===== config.mk =====
export PLATFORM = sky130hd
export DESIGN_NAME = pe_ctx_loader_flat
export DESIGN_NICKNAME = d
export VERILOG_FILES = /design/src/rtl/pe_ctx_loader_pkg.sv /design/src/rtl/pe_ctx_loader_if.sv /design/src/rtl/pe_ctx_loader.sv /design/src/flat_wrapper.sv
export SDC_FILE = /design/constraint.sdc
export NUM_CORES = 1
export LEC_CHECK = 0
export CORE_ASPECT_RATIO = 2
export CORE_MARGIN = 5
export CORE_UTILIZATION = 40
export CTS_CLUSTER_DIAMETER = 50
export DETAILED_ROUTE_END_ITERATION = 7
export PLACE_DENSITY = 0.74
export SYNTH_ARGS = -nofsm -noshare
export SYNTH_HDL_FRONTEND = slang
export SYNTH_SLANG_ARGS = --single-unit
export TNS_END_PERCENT = 1

===== constraint.sdc =====
create_clock -name clk -period 2.1 [get_ports clk]
set_clock_uncertainty 0.2 [all_clocks]
set_input_delay 0.315 -clock clk [delete_from_list [all_inputs] [get_ports clk]]
set_output_delay 0.315 -clock clk [all_outputs]
set_load 0.03 [all_outputs]

===== src/rtl/pe_ctx_loader_pkg.sv =====
// Shared constants and helpers for the PE context loader.
// The constants mirror the PE config-buffer geometry.
package pe_ctx_loader_pkg;

  localparam int INST_W    = 48;
  localparam int DEPTH     = 32;
  localparam int LEN_W     = 6;
  localparam int DRAIN_CYC = 2;
  localparam int DRAIN_W   = 2;

  // A program is legal when it holds 1..DEPTH words and runs 1..ctx_len cycles.
  function automatic logic lengths_legal(input logic [LEN_W-1:0] ctx_len,
                                         input logic [LEN_W-1:0] run_len);
    return (ctx_len != '0) && (ctx_len <= LEN_W'(DEPTH)) &&
           (run_len != '0) && (run_len <= ctx_len);
  endfunction

endpackage


===== src/rtl/pe_ctx_loader_if.sv =====
// Instruction stream from the array-level config fetch into the loader.
interface pe_ctx_loader_if;
  import pe_ctx_loader_pkg::*;

  // A beat transfers on a rising edge where inst_valid and inst_ready are both high.
  // The source holds inst_data stable while inst_valid is high and not yet accepted;
  // inst_ready does not depend combinationally on inst_valid.
  logic [INST_W-1:0] inst_data;
  logic              inst_valid;
  logic              inst_ready;

  modport master (output inst_data, output inst_valid, input inst_ready);
  modport slave  (input inst_data, input inst_valid, output inst_ready);

endinterface


===== src/rtl/pe_ctx_loader.sv =====
// Sequencer that clears a PE, streams a program into its config buffer,
// runs it for run_len cycles and drains the PE pipeline before pulsing done.
module pe_ctx_loader
  import pe_ctx_loader_pkg::*;
(
  input  logic                clk,
  input  logic                rst,
  input  logic                start,
  input  logic [LEN_W-1:0]    ctx_len,
  input  logic [LEN_W-1:0]    run_len,
  pe_ctx_loader_if.slave      inst,
  output logic                pe_rst,
  output logic [INST_W-1:0]   PE_inst,
  output logic                init,
  output logic                run,
  output logic                busy,
  output logic                done,
  output logic                err,
  output logic [2:0]          state_dbg
);

  localparam logic [2:0] S_IDLE  = 3'd0;
  localparam logic [2:0] S_CLR   = 3'd1;
  localparam logic [2:0] S_LOAD  = 3'd2;
  localparam logic [2:0] S_RUN   = 3'd3;
  localparam logic [2:0] S_DRAIN = 3'd4;

  logic [2:0]         state;
  logic [LEN_W-1:0]   ctx_q;
  logic [LEN_W-1:0]   run_q;
  logic [LEN_W-1:0]   load_cnt;
  logic [LEN_W-1:0]   run_cnt;
  logic [DRAIN_W-1:0] drain_cnt;

  assign state_dbg = state;

  always_ff @(posedge clk) begin
    if (rst) begin
      state          <= S_IDLE;
      ctx_q          <= '0;
      run_q          <= '0;
      load_cnt       <= '0;
      run_cnt        <= '0;
      drain_cnt      <= '0;
      pe_rst         <= 1'b0;
      PE_inst        <= '0;
      init           <= 1'b0;
      run            <= 1'b0;
      busy           <= 1'b0;
      done           <= 1'b0;
      err            <= 1'b0;
      inst.inst_ready <= 1'b0;
    end else begin
      pe_rst <= 1'b0;
      init   <= 1'b0;
      done   <= 1'b0;
      err    <= 1'b0;
      case (state)
        S_IDLE: begin
          if (start) begin
            if (lengths_legal(ctx_len, run_len)) begin
              ctx_q    <= ctx_len;
              run_q    <= run_len;
              load_cnt <= '0;
              run_cnt  <= '0;
              pe_rst   <= 1'b1;
              busy     <= 1'b1;
              state    <= S_CLR;
            end else begin
              err <= 1'b1;
            end
          end
        end
        S_CLR: begin
          inst.inst_ready <= 1'b1;
          state           <= S_LOAD;
        end
        S_LOAD: begin
          if (inst.inst_valid && inst.inst_ready) begin
            PE_inst  <= inst.inst_data;
            init     <= 1'b1;
            load_cnt <= load_cnt + LEN_W'(1);
            // Drop ready right behind the last beat so no extra word is taken.
            if (load_cnt + LEN_W'(1) == ctx_q) begin
              inst.inst_ready <= 1'b0;
              state           <= S_RUN;
            end
          end
        end
        S_RUN: begin
          // run lags the state by one cycle, so the first pulse follows the last init.
          run     <= 1'b1;
          run_cnt <= run_cnt + LEN_W'(1);
          if (run_cnt + LEN_W'(1) == run_q) begin
            drain_cnt <= '0;
            state     <= S_DRAIN;
          end
        end
        S_DRAIN: begin
          run <= 1'b0;
          if (drain_cnt == DRAIN_W'(DRAIN_CYC)) begin
            busy  <= 1'b0;
            done  <= 1'b1;
            state <= S_IDLE;
          end else begin
            drain_cnt <= drain_cnt + DRAIN_W'(1);
          end
        end
        default: begin
          run             <= 1'b0;
          busy            <= 1'b0;
          inst.inst_ready <= 1'b0;
          state           <= S_IDLE;
        end
      endcase
    end
  end

endmodule

===== src/flat_wrapper.sv =====
// flat-port wrapper written by rule: the top's interface ports become plain ports
module pe_ctx_loader_flat import pe_ctx_loader_pkg::*;
  (clk, rst, start, ctx_len, run_len, pe_rst, PE_inst, init, run, busy, done, err, state_dbg, inst_inst_data, inst_inst_valid, inst_inst_ready);
  pe_ctx_loader_if inst_i ();
  input  logic clk;
  input  logic rst;
  input  logic start;
  input  logic [LEN_W-1:0] ctx_len;
  input  logic [LEN_W-1:0] run_len;
  output logic pe_rst;
  output logic [INST_W-1:0] PE_inst;
  output logic init;
  output logic run;
  output logic busy;
  output logic done;
  output logic err;
  output logic [2:0] state_dbg;
  input wire logic [$bits(inst_i.inst_data)-1:0] inst_inst_data;
  input wire logic [$bits(inst_i.inst_valid)-1:0] inst_inst_valid;
  output wire logic [$bits(inst_i.inst_ready)-1:0] inst_inst_ready;
  assign inst_i.inst_data = inst_inst_data;
  assign inst_i.inst_valid = inst_inst_valid;
  assign inst_inst_ready = inst_i.inst_ready;
  pe_ctx_loader u_core (.clk(clk), .rst(rst), .start(start), .ctx_len(ctx_len), .run_len(run_len), .inst(inst_i), .pe_rst(pe_rst), .PE_inst(PE_inst), .init(init), .run(run), .busy(busy), .done(done), .err(err), .state_dbg(state_dbg));
endmodule

---- Word-level counts from Yosys, hierarchy flattened ----
Index checks and enable logic that the tools add are counted.
word-level totals
  bits in writable memories ............... 0
  output and inout port bits .............. 58
  ROM bits ................................ 0
  memories kept ........................... 0
  word-level logic and storage cells ...... 90
  latch bits .............................. 0
  register bits ........................... 84
cells by class
  reductions and logical operators ........ 24
  magnitude comparators ................... 2
  $add $sub $neg .......................... 3
  equality and inequality tests ........... 14
  mux-type cells .......................... 27
  shifts and indexed selects .............. 0
  multipliers ............................. 0
  div/mod/pow operators ................... 0
  bitwise operators ....................... 6
operator list
  operator                                                               count
  6-bit case mux with 2 select lines                                     2
  3-bit two-way mux                                                      6
  6-bit two-way mux                                                      3
  3-bit case mux with 5 select lines                                     1
  6-bit by 1-bit adder with 6-bit output, second input constant          2
  6-bit equality test                                                    2
  3-bit AND reduction                                                    4
  6-bit nonzero test                                                     2
  3-bit OR reduction                                                     4
  2-bit by 1-bit != test with 1-bit output, second input constant        5
  1-bit two-way mux                                                      9
  4-bit AND reduction                                                    2
  3-bit by 2-bit equality test with 1-bit output, second input constant  2
  6-bit less-or-equal comparator                                         1
  6-bit less-or-equal comparator, second input constant                  1
  1-bit NOT                                                              6
  1-bit case mux with 3 select lines                                     2
  6-bit AND reduction                                                    1
  2-bit nonzero test                                                     3
  1-bit logical AND                                                      4
  2-bit two-way mux                                                      2
  2-bit != test, second input constant                                   2
  2-bit case mux with 2 select lines                                     1
  2-bit OR reduction                                                     2
  other kinds (7)                                                        7

---- Logic depth before layout (Yosys ltp) ----
Gate-level depths: netlist of the first run.
  depth in word-level cells ............... 7
  mapped depth ............................ 8
  depth with buffers taken out ............ 7

---- Least setup slack after synthesis of the first run ----
No wires, ideal clock.
  kind .................................... input -> register
  start ................................... input port ctx_len[1]
  end ..................................... register u_core.ctx_q[0]
  path buffers ............................ 1
  arrival time ............................ 1.849 ns
  library setup time ...................... 0.072 ns
  required time ........................... 1.828 ns
  setup slack ............................. -0.020 ns
  cell stages on the path ................. 8
  cell sequence ........................... inv_1 > ha_1 > nor2b_1 > o21ai_0 > a31oi_4 > nor3_4 > buf_6 > mux2i_1
on the way
  word-level cells in the longest chain between the ends .. 5
  elaborated cells between the ends (all ways) .. 7
  those cells by class .................... order compare (2); reduce/logical (5)
ends and longest elaborated chain
  item                                                                  line                     RTL
  start: declaration                                                    flat_wrapper.sv:8        input logic [LEN_W-1:0] ctx_len;
  6-bit less-or-equal comparator or 6-bit nonzero test (tied branches)  pe_ctx_loader_pkg.sv:14  return (ctx_len != '0) && (ctx_len <= LEN_W'(DEPTH)) &&
  1-bit logical AND (2 in a row)                                        pe_ctx_loader_pkg.sv:14
  1-bit logical AND *                                                   pe_ctx_loader_pkg.sv:15  (run_len != '0) && (run_len <= ctx_len);
  3-bit AND reduction (no line) *                                       n/a
  end signal: assignment                                                pe_ctx_loader.sv:62      ctx_q <= ctx_len;
  end: declaration                                                      pe_ctx_loader.sv:29      logic [LEN_W-1:0] ctx_q;
Mark *: on every way between the ends. The rest lies on a longest branch, timed or not.
A chain may end at the register's enable or synchronous reset.

---- Worst setup path after layout of the first run ----
  start ................................... input port run_len[0]
  end ..................................... register u_core.run_cnt[3]
on the way
  word-level cells in the longest chain between the ends .. 5
  elaborated cells between the ends (all ways) .. 6
  those cells by class .................... order compare (1); eq/ne (1); reduce/logical (4)
ends and longest elaborated chain
  item                                                                                    line                     RTL
  start: declaration                                                                      flat_wrapper.sv:9        input logic [LEN_W-1:0] run_len;
  parallel branches: the longest is 2 deep, another holds 6-bit less-or-equal comparator  n/a
  1-bit logical AND *                                                                     pe_ctx_loader_pkg.sv:15
  2-bit by 1-bit != test with 1-bit output (no line) *                                    n/a
  3-bit AND reduction (no line) *                                                         n/a
  end signal: assignment                                                                  pe_ctx_loader.sv:93      run_cnt <= run_cnt + LEN_W'(1);
  end: declaration                                                                        pe_ctx_loader.sv:32      logic [LEN_W-1:0] run_cnt;
Mark *: on every way between the ends.

==> impl_metrics.csv, run 1 <==
group,metric,value,unit
setup_path,worstSetupStartpointType,"input pin",
cts,worstSkewPairLatency,0.34,ns
cells_and_area,finalNetCount,662,
logic_synthesis,synthesis.area,3780,um^2
setup_path,path_buf_inv,4,
floorplanning,die-height,147,um
sta,finalHoldViolations,0,
placed_design,place_congestion,0.898,
route,drt-pass1-iter-count,4,
setup_path,cp_max_fo,5,
power,p_leak,2.06,nW
cts,cts.sink_count,84,
grt,antenna_found_initial,0,
setup_path,worst-setup-path-type,"in -> reg",
logic_synthesis,synth_edf_count,0,
logic_synthesis,netlist_top_cells_count,"nand2_1 (132), dfxtp_1 (84), a21oi_1 (55)",
logic_synthesis,ys_warn_count,0,
floorplanning,fp.coreArea,9320,um^2
floorplanning,io_pins,122,
cts,cts.clk_slew.worst_paths,0.06,ns
logic_synthesis,synth_top_area_cell,"dfxtp_1",
sta,max_slew_margin,39.4,%
cts,numCtsBuffers,9,
setup_path,slowest_delay,0.52,ns
power,power,3.88,mW
logic_synthesis,yosys_most_used_dff,"dfxtp_1",
setup_path,cp.arrival,2.08,ns
power,ir_drop,0.577,mV
cells_and_area,drive_gt1_share,13.0,%
hold_path,hold_class,"in -> reg",
cells_and_area,antenna_cells,0,
setup_path,critPathCaptureType,"flip-flop",
route,viasPerCell,5.20,
power,powerDensity,684,nW/um^2
setup_path,critPathSlowestCell,"clkdlybuf4s50_1",
logic_synthesis,syn_nets,528,
logic_synthesis,yosysSeqAreaShare,44.5,%
cells_and_area,final_core_util,60.8,%
setup_path,crit_chain,"clkdlybuf4s50_1, inv_1, ha_1, nor2b_2, o21ai_2, a31oi_4, nor3_4, buf_6, buf_6, a2111oi_2",
sta,slew_violations,0,
route,vias,3632,
cts,cts_root_buffer,"clkbuf_16",
grt,grt_max_degree,58,
placed_design,hpwl,7.90,mm
route,post_drt_wl_per_cell,15.5,um
logic_synthesis,synth_cell_types,57,
grt,grt_pass1_vias,3701,
placed_design,portBuffers,121,
logic_synthesis,yosysTopAreaCellShare,44.5,%
logic_synthesis,synth.area.top_cells,"dfxtp_1 (44%), nand2_1 (13%), a21oi_1 (7.3%)",
sta,period_share,97.7,%
logic_synthesis,synth_most_common_cell,"nand2_1",
floorplanning,rows,50,
route,drtIter0Drc,191,
floorplanning,start_util,40.6,%
logic_synthesis,syn_inst,455,
logic_synthesis,syn-mean-instance-area,8.31,um^2
route,routed_wirelength,10.8,mm
sta,timing.final.crit_period,2.05,ns
sta,worst_slack,0.0484,ns
route,drc_errors,0,
grt,grt_pass1_wl,17.5,mm
outcome,status,"complete, no violations",
cts,htreeDepth,3,
sta,hold_ws,0.131,ns
job,cap_viol_max_count,0,
setup_path,worst_path_dominant_cell_family,"buffers and inverters",
grt,grt_util_all_layers,19.1,%
cts,clock_path_buffers,2,
cts,cts_tree,"yes",
cts,cts_hold_buf,0,
logic_synthesis,ys_ff_latch,84,
sta,fmax,487,MHz
cells_and_area,area_growth,50.0,%
route,ant_nets,0,
cells_and_area,final.fill_count,805,
placed_design,pre_cts_ws,-0.570,ns
sta,worst_pin_slew,0.903,ns
floorplanning,dieArea,11600,um^2
floorplanning,die_width,78.8,um
logic_synthesis,synthArstFlopShare,0,%
grt,grt_overflow_total,0,
sta,setup_viol,0,
setup_path,crit_required,2.13,ns
setup_path,cpMostUsedCell,"buf_6",
==> worst register-to-register path, stage by stage, from the launching register on <==
cell and delay, ns:
dfxtp_2 0.36, ha_2 0.22, and3b_1 0.17, or3_1 0.35, a31oi_2 0.28, o31ai_1 0.12, a211oi_1 0.22
==> report_power, final <==
part	leakage, nW	internal (mW)	switching [mW]	total [mW]
registers	0.679	1.63	0.0326	1.66
clock network	0.148	1.05	0.675	1.72
logic	1.24	0.259	0.239	0.498
==> registers in the layout, indices dropped and copies added, names as in the netlist, 2 cells and up <==
signal,cells
u_core.PE_inst,48
u_core.ctx_q,6
u_core.drain_cnt,2
u_core.load_cnt,6
u_core.run_cnt,6
u_core.run_q,6
u_core.state_dbg,3
==> cells by family after synthesis <==
kind of cell | synth area share [%]
and+or+nand+nor | 25.1
AOI/OAI and AO/OA | 15.5
buffers and inverters | 4.96
muxes | 3.71
xor gates and xnor gates | 3.28
DFF | 44.5
adders and majority gates | 2.98
==> final cells by class <==
type	count	area, um^2	area share [%]
tap	104	130	2.29
multi-input combinational	332	2010	35.5
clock buffer	9	225	3.97
inverter	10	37.5	0.662
clock inverter	7	100	1.77
sequential	84	1680	29.7
timing repair buffer	152	1480	26.1
==> per-stage QoR <==
step	TNS (ns)	instances	cell area, um^2
floorplan	0	455	3780
global placement	-11.75	677	5200
detailed placement	-13.97	677	5200
CTS	-0.0759	697	5620
global route	-0.00325	698	5670
finish	0	698	5670
==> cell usage in the layout, fill, tap and decap left out, drive strengths merged, types with 3 or more instances in the layout <==
master | netlist | final
nor4 | 8 | 8
a21oi | 55 | 55
clkinvlp | 0 | 3
mux2i | 14 | 14
dlymetal6s2s | 0 | 5
xor2 | 4 | 4
nor3 | 7 | 7
buf | 14 | 32
nand2 | 132 | 132
a31oi | 6 | 6
o21ai | 10 | 10
nand3 | 18 | 18
xnor2 | 8 | 8
nor2 | 13 | 13
o32ai | 3 | 3
inv | 9 | 10
dlygate4sd2 | 0 | 9
clkbuf | 15 | 9
and4 | 4 | 4
clkdlybuf4s50 | 0 | 106
nor2b | 3 | 3
o21a | 3 | 3
or3 | 4 | 4
dfxtp | 84 | 84
ha | 9 | 9
==> worst paths after layout <==
kind / startpoint / end / slack (ns) / cells past startpoint
worst max-delay path: run_len[0] / u_core.run_cnt[3] / 0.05 / 10
worst min-delay path: run_len[3] / u_core.run_q[3] / 0.13 / 3
worst max register to register: u_core.run_cnt[0] / u_core.state_dbg[0] / 0.10 / 6
worst min register to register: u_core.PE_inst[36] / u_core.PE_inst[36] / 0.25 / 2
==> per-layer routing <==
layer  wire, um  up-vias  global-route usage (%)
li1           -     1827                       -
met1       3750     1686                    17.9
met2       6160       94                    36.4
met3        563       25                    5.67
met4        329        0                    9.02
met5          0        -                       0
==> timing repair <==
item | CTS | global route
pin swaps | 9 | 5
buffers inserted | 2 | 1
cloned | 2 | 0
resized for setup | 25 | 11
setup endpoints to repair | 28 | 32
No activity file was read; power rests on OpenSTA's default activity.
==> run 2, diff against run 1 <==
--- a/config.mk
+++ b/config.mk
@@ -5,6 +5,7 @@
 export SDC_FILE = /design/constraint.sdc
 export NUM_CORES = 1
 export LEC_CHECK = 0
+export CAP_MARGIN = 20
 export CORE_ASPECT_RATIO = 2
 export CORE_MARGIN = 5
 export CORE_UTILIZATION = 40
==> results of run 2 <==
Same layout as run 1: the final DEF is identical, and so are final timing and power.
==> variant 1: new RTL, flow settings as in run 1 <==
The package constant `INST_W` goes from 48 to 40.
--- a/src/rtl/pe_ctx_loader_pkg.sv
+++ b/src/rtl/pe_ctx_loader_pkg.sv
@@ -3,5 +3,5 @@
 package pe_ctx_loader_pkg;
 
-  localparam int INST_W    = 48;
+  localparam int INST_W    = 40;
   localparam int DEPTH     = 32;
   localparam int LEN_W     = 6;
Interface: changed (resized PE_inst and inst_inst_data); port bits go from 122 to 106. No check against the original RTL was run, so the function may have changed too.
==> variant 1 against run 1 <==
Wire length decreased by 9.5%; combinational power increased by 21%; register-to-register slack got worse by 60 ps; highest routed layer unchanged; sequential cell count decreased by 8; final cell count decreased by 7.2%; power decreased by 4.5%; synthesized area decreased by 11%; final area decreased by 6.8%; setup slack got worse by 8.0 ps; worst hold slack got worse by 27 ps.
==> variant 1: results (changes against run 1) <==
yosys:
  synth_commonest_cells: "92 x nand2_1, 76 x dfxtp_1, 53 x a21oi_1, 29 x nor2_1"  # was 132 x nand2_1, 84 x dfxtp_1, 55 x a21oi_1, 18 x nand3_1, 15 x clkbuf_1
  synth-xor-area-share_pct: 3.38  # was 3.28%
  synth_compound_area_share_pct: 14.3  # was 15.5%
  synth_warnings: 0  # unchanged
  ys_seq_area_share_pct: 45.1  # was 44.5%
  synthAdderAreaFrac_pct: 3.34  # was 2.98%
  ys_types: 44  # was 57
  syn-num-nets: 476  # was 528
  synth_mux_area_share_pct: 4.23  # was 3.71%
  synth_top_cells_by_area: "dfxtp_1 45%, nand2_1 10%, a21oi_1 7.9%"  # was dfxtp_1 44%, nand2_1 13%, a21oi_1 7.3%
power:
  ir_drop_v: 0.000762  # was 0.000577 V
  p_leak_nw: 2.03  # was 2.06 nW
placement:
  gp_congestion: 0.831  # was 0.898
  postPlaceCellArea_um2: 4770  # was 5200 um^2
worst_setup_path:
  reg2reg_to: "u_core.drain_cnt[1]$_SDFFE_PP0P_"  # was u_core.state_dbg[0]$_SDFFE_PP0P_
  r2r_cells: 7  # was 6
  crit_fanout: 6  # was 5
  cp_slowest_stage_delay_ps: 330  # was 520 ps
  critPathKind: "register to register"  # was input port to register
  cpLargestDelayFamily: "simple AND/OR/NAND/NOR gates"  # was buffers and inverters
  cp-startpoint: "u_core.run_cnt[0]$_SDFFE_PP0P_"  # was run_len[0]
  r2r_setup_slack_ps: 40  # was 100 ps
route:
  routed-wl-met2_mm: 5.64  # was 6.16 mm
  m1WireLength_mm: 3.38  # was 3.75 mm
  drt_iter0_markers: 164  # was 191
  wl_met3_um: 446  # was 563 um
  vias_per_cell: 5.14  # was 5.20
  wl_per_cell_um: 15.1  # was 15.5 um
  firstDrtPassIters: 4  # unchanged
global_routing:
  grt_pass1_vias: 3342  # was 3,701
  met1_usage_pct: 18.6  # was 17.9%
  grt_max_degree: 42  # was 58
  grt_pass1_wl_mm: 15.6  # was 17.5 mm
  use_met2_pct: 36.4  # about the same
  grt.total_usage_pct: 19.2  # was 19.1%
  grt_use_met3_pct: 3.18  # was 5.67%
timing:
  tightest_slew_ps: 413  # was 903 ps
  holdWs_ps: 104  # was 131 ps
min_path:
  min_from: "ctx_len[2]"  # was run_len[3]
  hold_end: "u_core.ctx_q[2]$_SDFFE_PP0P_"  # was u_core.run_q[3]$_SDFFE_PP0P_
clock_network:
  clk_latency_ps: 320  # was 340 ps
cells_and_area:
  largest_reg_flops: 40  # was 48
  drive_above_1_share_pct: 19.1  # was 13.0%
  nNetsFinal: 611  # was 662
run_status:
  status: "finished clean"  # unchanged
-- variant 1: stage by stage --
| stage | utilization (%) | worst slack, ps | cells |
|---|---|---|---|
| after floorplan | - | -40.5 | 411 |
| after global placement | 57.6 | -565 | 631 |
| after detailed placement | 57.6 | -682 | 631 |
| after CTS | 62.9 | -76.8 | 648 |
| after global routing | 63.7 | -13.3 | 648 |
| final | 63.7 | 40.4 | 648 |
-- variant 1: where the power goes --
part	internal, mW	switching [mW]
Combinational	0.306	0.297
Sequential	1.48	0.0372
Clock	1.03	0.547
Total	2.82	0.882
-- variant 1: area by class of cell --
type,instances,area (um^2)
fill,710,3010
clock buffer,11,233
clock inverter,4,75.1
multi-input combinational,299,1900
tap,98,123
timing repair buffer,149,1380
sequential,76,1530
inverter,11,41.3
-- variant 1: what timing repair did --
item                                    CTS  global route
setup buffers                             2             0
pin swaps                                18            11
resized for setup                        43            35
endpoints found under the setup margin   31            27
==> variant 2: new RTL, settings of run 1 <==
Without the edit above. Register the output `err` once more, cleared by the reset; this adds one clock of latency there. The other outputs are not delayed to match.
--- a/src/rtl/pe_ctx_loader.sv
+++ b/src/rtl/pe_ctx_loader.sv
@@ -26,4 +26,6 @@
   localparam logic [2:0] S_DRAIN = 3'd4;
 
+  logic err_s0;
+
   logic [2:0]         state;
   logic [LEN_W-1:0]   ctx_q;
@@ -49,5 +51,5 @@
       busy           <= 1'b0;
       done           <= 1'b0;
-      err            <= 1'b0;
+      err_s0         <= 1'b0;
       inst.inst_ready <= 1'b0;
     end else begin
@@ -55,5 +57,5 @@
       init   <= 1'b0;
       done   <= 1'b0;
-      err    <= 1'b0;
+      err_s0 <= 1'b0;
       case (state)
         S_IDLE: begin
@@ -68,5 +70,5 @@
               state    <= S_CLR;
             end else begin
-              err <= 1'b1;
+              err_s0 <= 1'b1;
             end
           end
@@ -117,3 +119,11 @@
   end
 
+  always_ff @(posedge clk) begin
+    if (rst) begin
+      err <= '0;
+    end else begin
+      err <= err_s0;
+    end
+  end
+
 endmodule
Function: changed (Yosys sat finds a counterexample within 4 cycles, from zero or initial values and one cycle with rst high).
==> variant 2 against run 1 <==
Maximum frequency is 1.3% lower; sequential cell count is 1 higher; synthesized area fell by 4.3%; final area down 0.29%; synthesized cell count down 4.0%; largest power group is now registers; critical endpoint is now u_core.state_dbg[0]$_SDFFE_PP0P_; power is 8.3% lower; wire length fell by 3.4%; setup slack worse by 26 ps.
==> variant 2: results (changes against run 1) <==
run_status:
  status: "finished clean"  # unchanged
cells_and_area:
  drive_above_1_share_pct: 15.8  # was 13.0%
  nNetsFinal: 655  # was 662
  largest-register: "u_core.PE_inst"  # unchanged
  fillCellCount: 765  # was 805
  largest_reg_flops: 48  # unchanged
  diodes: 0  # unchanged
yosys:
  ys_seq_area_share_pct: 47.0  # was 44.5%
  ys_types: 46  # was 57
  synth_commonest_cells: "113 x nand2_1, 85 x dfxtp_1, 61 x a21oi_1, 32 x nor2_1, 20 x clkbuf_1"  # was 132 x nand2_1, 84 x dfxtp_1, 55 x a21oi_1, 18 x nand3_1, 15 x clkbuf_1
  synth_top_cells_by_area: "dfxtp_1 47%, nand2_1 12%, a21oi_1 8.4%"  # was dfxtp_1 44%, nand2_1 13%, a21oi_1 7.3%
  async_flop_share_pct: 0  # unchanged
  synth_warnings: 0  # unchanged
  syn-num-nets: 510  # was 528
global_routing:
  grt_max_degree: 40  # was 58
  antenna_found_initial: 0  # unchanged
  grt.total_usage_pct: 17.8  # was 19.1%
  grt_pass1_wl_mm: 16.1  # was 17.5 mm
clock_network:
  clk_latency_ps: 330
  h-tree-depth: 3  # unchanged
  cts_buffers: 9  # unchanged
  cts_buffer_depth: 2  # unchanged
  clkSlewWorstSetupHoldPaths_ps: 60  # about the same
  root_buffer: "clkbuf_16"  # unchanged
route:
  dr_total_vias: 3520  # was 3,632
  firstDrtPassIters: 4  # unchanged
  drt_iter0_markers: 172  # was 191
  wirelength_mm: 10.4  # was 10.8 mm
power:
  ir_drop_v: 0.000473  # was 0.000577 V
  p_leak_nw: 2.21  # was 2.06 nW
placement:
  hpwl_mm: 7.65  # was 7.90 mm
  gp_congestion: 0.815  # was 0.898
  portBuffers: 121  # unchanged
  place_ws_ps: -589  # was -570 ps
min_path:
  hold_class: "input port to register"  # unchanged
worst_setup_path:
  crit_fanout: 5  # unchanged
  arrival_ps: 2100  # was 2080 ps
timing:
  tightest_slew_ps: 517  # was 903 ps
-- variant 2: worst max-delay path, cell delays in order --
cell,delay [ps]
dlygate4sd2_1,280
or4_4,560
nor2_4,120
xnor2_2,100
nand4b_4,180
buf_6,140
nor2_2,40
or3_1,370
-- variant 2: logic make-up (layout without fill, tap and decap cells) --
| kind of cell | count (synthesis) | after routing | share of synthesized area, % |
|---|---|---|---|
| compound gates | 85 | 85 | 13.8 |
| xor+xnor | 15 | 15 | 3.63 |
| fa+ha+maj | 9 | 9 | 3.11 |
| buf+inv | 36 | 186 | 4.91 |
| flops | 85 | 85 | 47.0 |
| mux | 12 | 12 | 3.32 |
| simple gates | 195 | 195 | 24.3 |
-- variant 2: report_power, final --
| group | total (mW) | internal (mW) | switching [mW] |
|---|---|---|---|
| clock network | 1.46 | 0.811 | 0.652 |
| logic | 0.436 | 0.246 | 0.191 |
| registers | 1.66 | 1.64 | 0.0197 |
-- variant 2: path summary, 6_finish.rpt --
kind / depth (start not counted) / start / end / slack (ps)
max: 8 / ctx_len[1] / u_core.state_dbg[0]$_SDFFE_PP0P_ / 20
max reg2reg: 7 / u_core.load_cnt[1]$_SDFFE_PP0P_ / u_core.state_dbg[0]$_SDFFE_PP0P_ / 30
min reg2reg: 2 / u_core.PE_inst[11]$_SDFFE_PP0P_ / u_core.PE_inst[11]$_SDFFE_PP0P_ / 250
min: 4 / run_len[0] / u_core.run_q[0]$_SDFFE_PP0P_ / 180
-- variant 2: final cells by class --
type / instances / area [um^2] / share of cell area, %
tap: 102 / 128 / 2.26
clock inverter: 6 / 48.8 / 0.863
clock buffer: 10 / 229 / 4.05
inverter: 10 / 37.5 / 0.664
multi-input combinational: 316 / 1920 / 34.0
sequential: 85 / 1710 / 30.2
timing repair buffer: 160 / 1580 / 27.9
-- variant 2: repair_timing --
| item | 4_1_cts | 5_1_grt |
|---|---|---|
| cloned | 1 | 1 |
| pin swaps | 10 | 12 |
| setup buffers | 2 | 0 |
| gates resized for setup | 27 | 30 |
| setup endpoints to repair | 29 | 30 |
-- variant 2: per-layer routing --
layer	vias up	global-route usage [%]	part of all wire, %
met5	-	0	0
met4	0	10.2	4.0
met3	36	3.30	4.7
met2	113	33.2	56
met1	1609	18.2	36
li1	1762	-	-
-- variant 2: per-stage QoR --
stage	util [%]	setup TNS, ps	area, um^2	std cells
finish	63.2	0	5650	689
global placement	57.2	-25870	5120	669
floorplan	-	0	3620	437
CTS	61.5	-29.5	5510	688
global route	63.2	-73.4	5650	689
detailed placement	57.2	-26990	5120	669
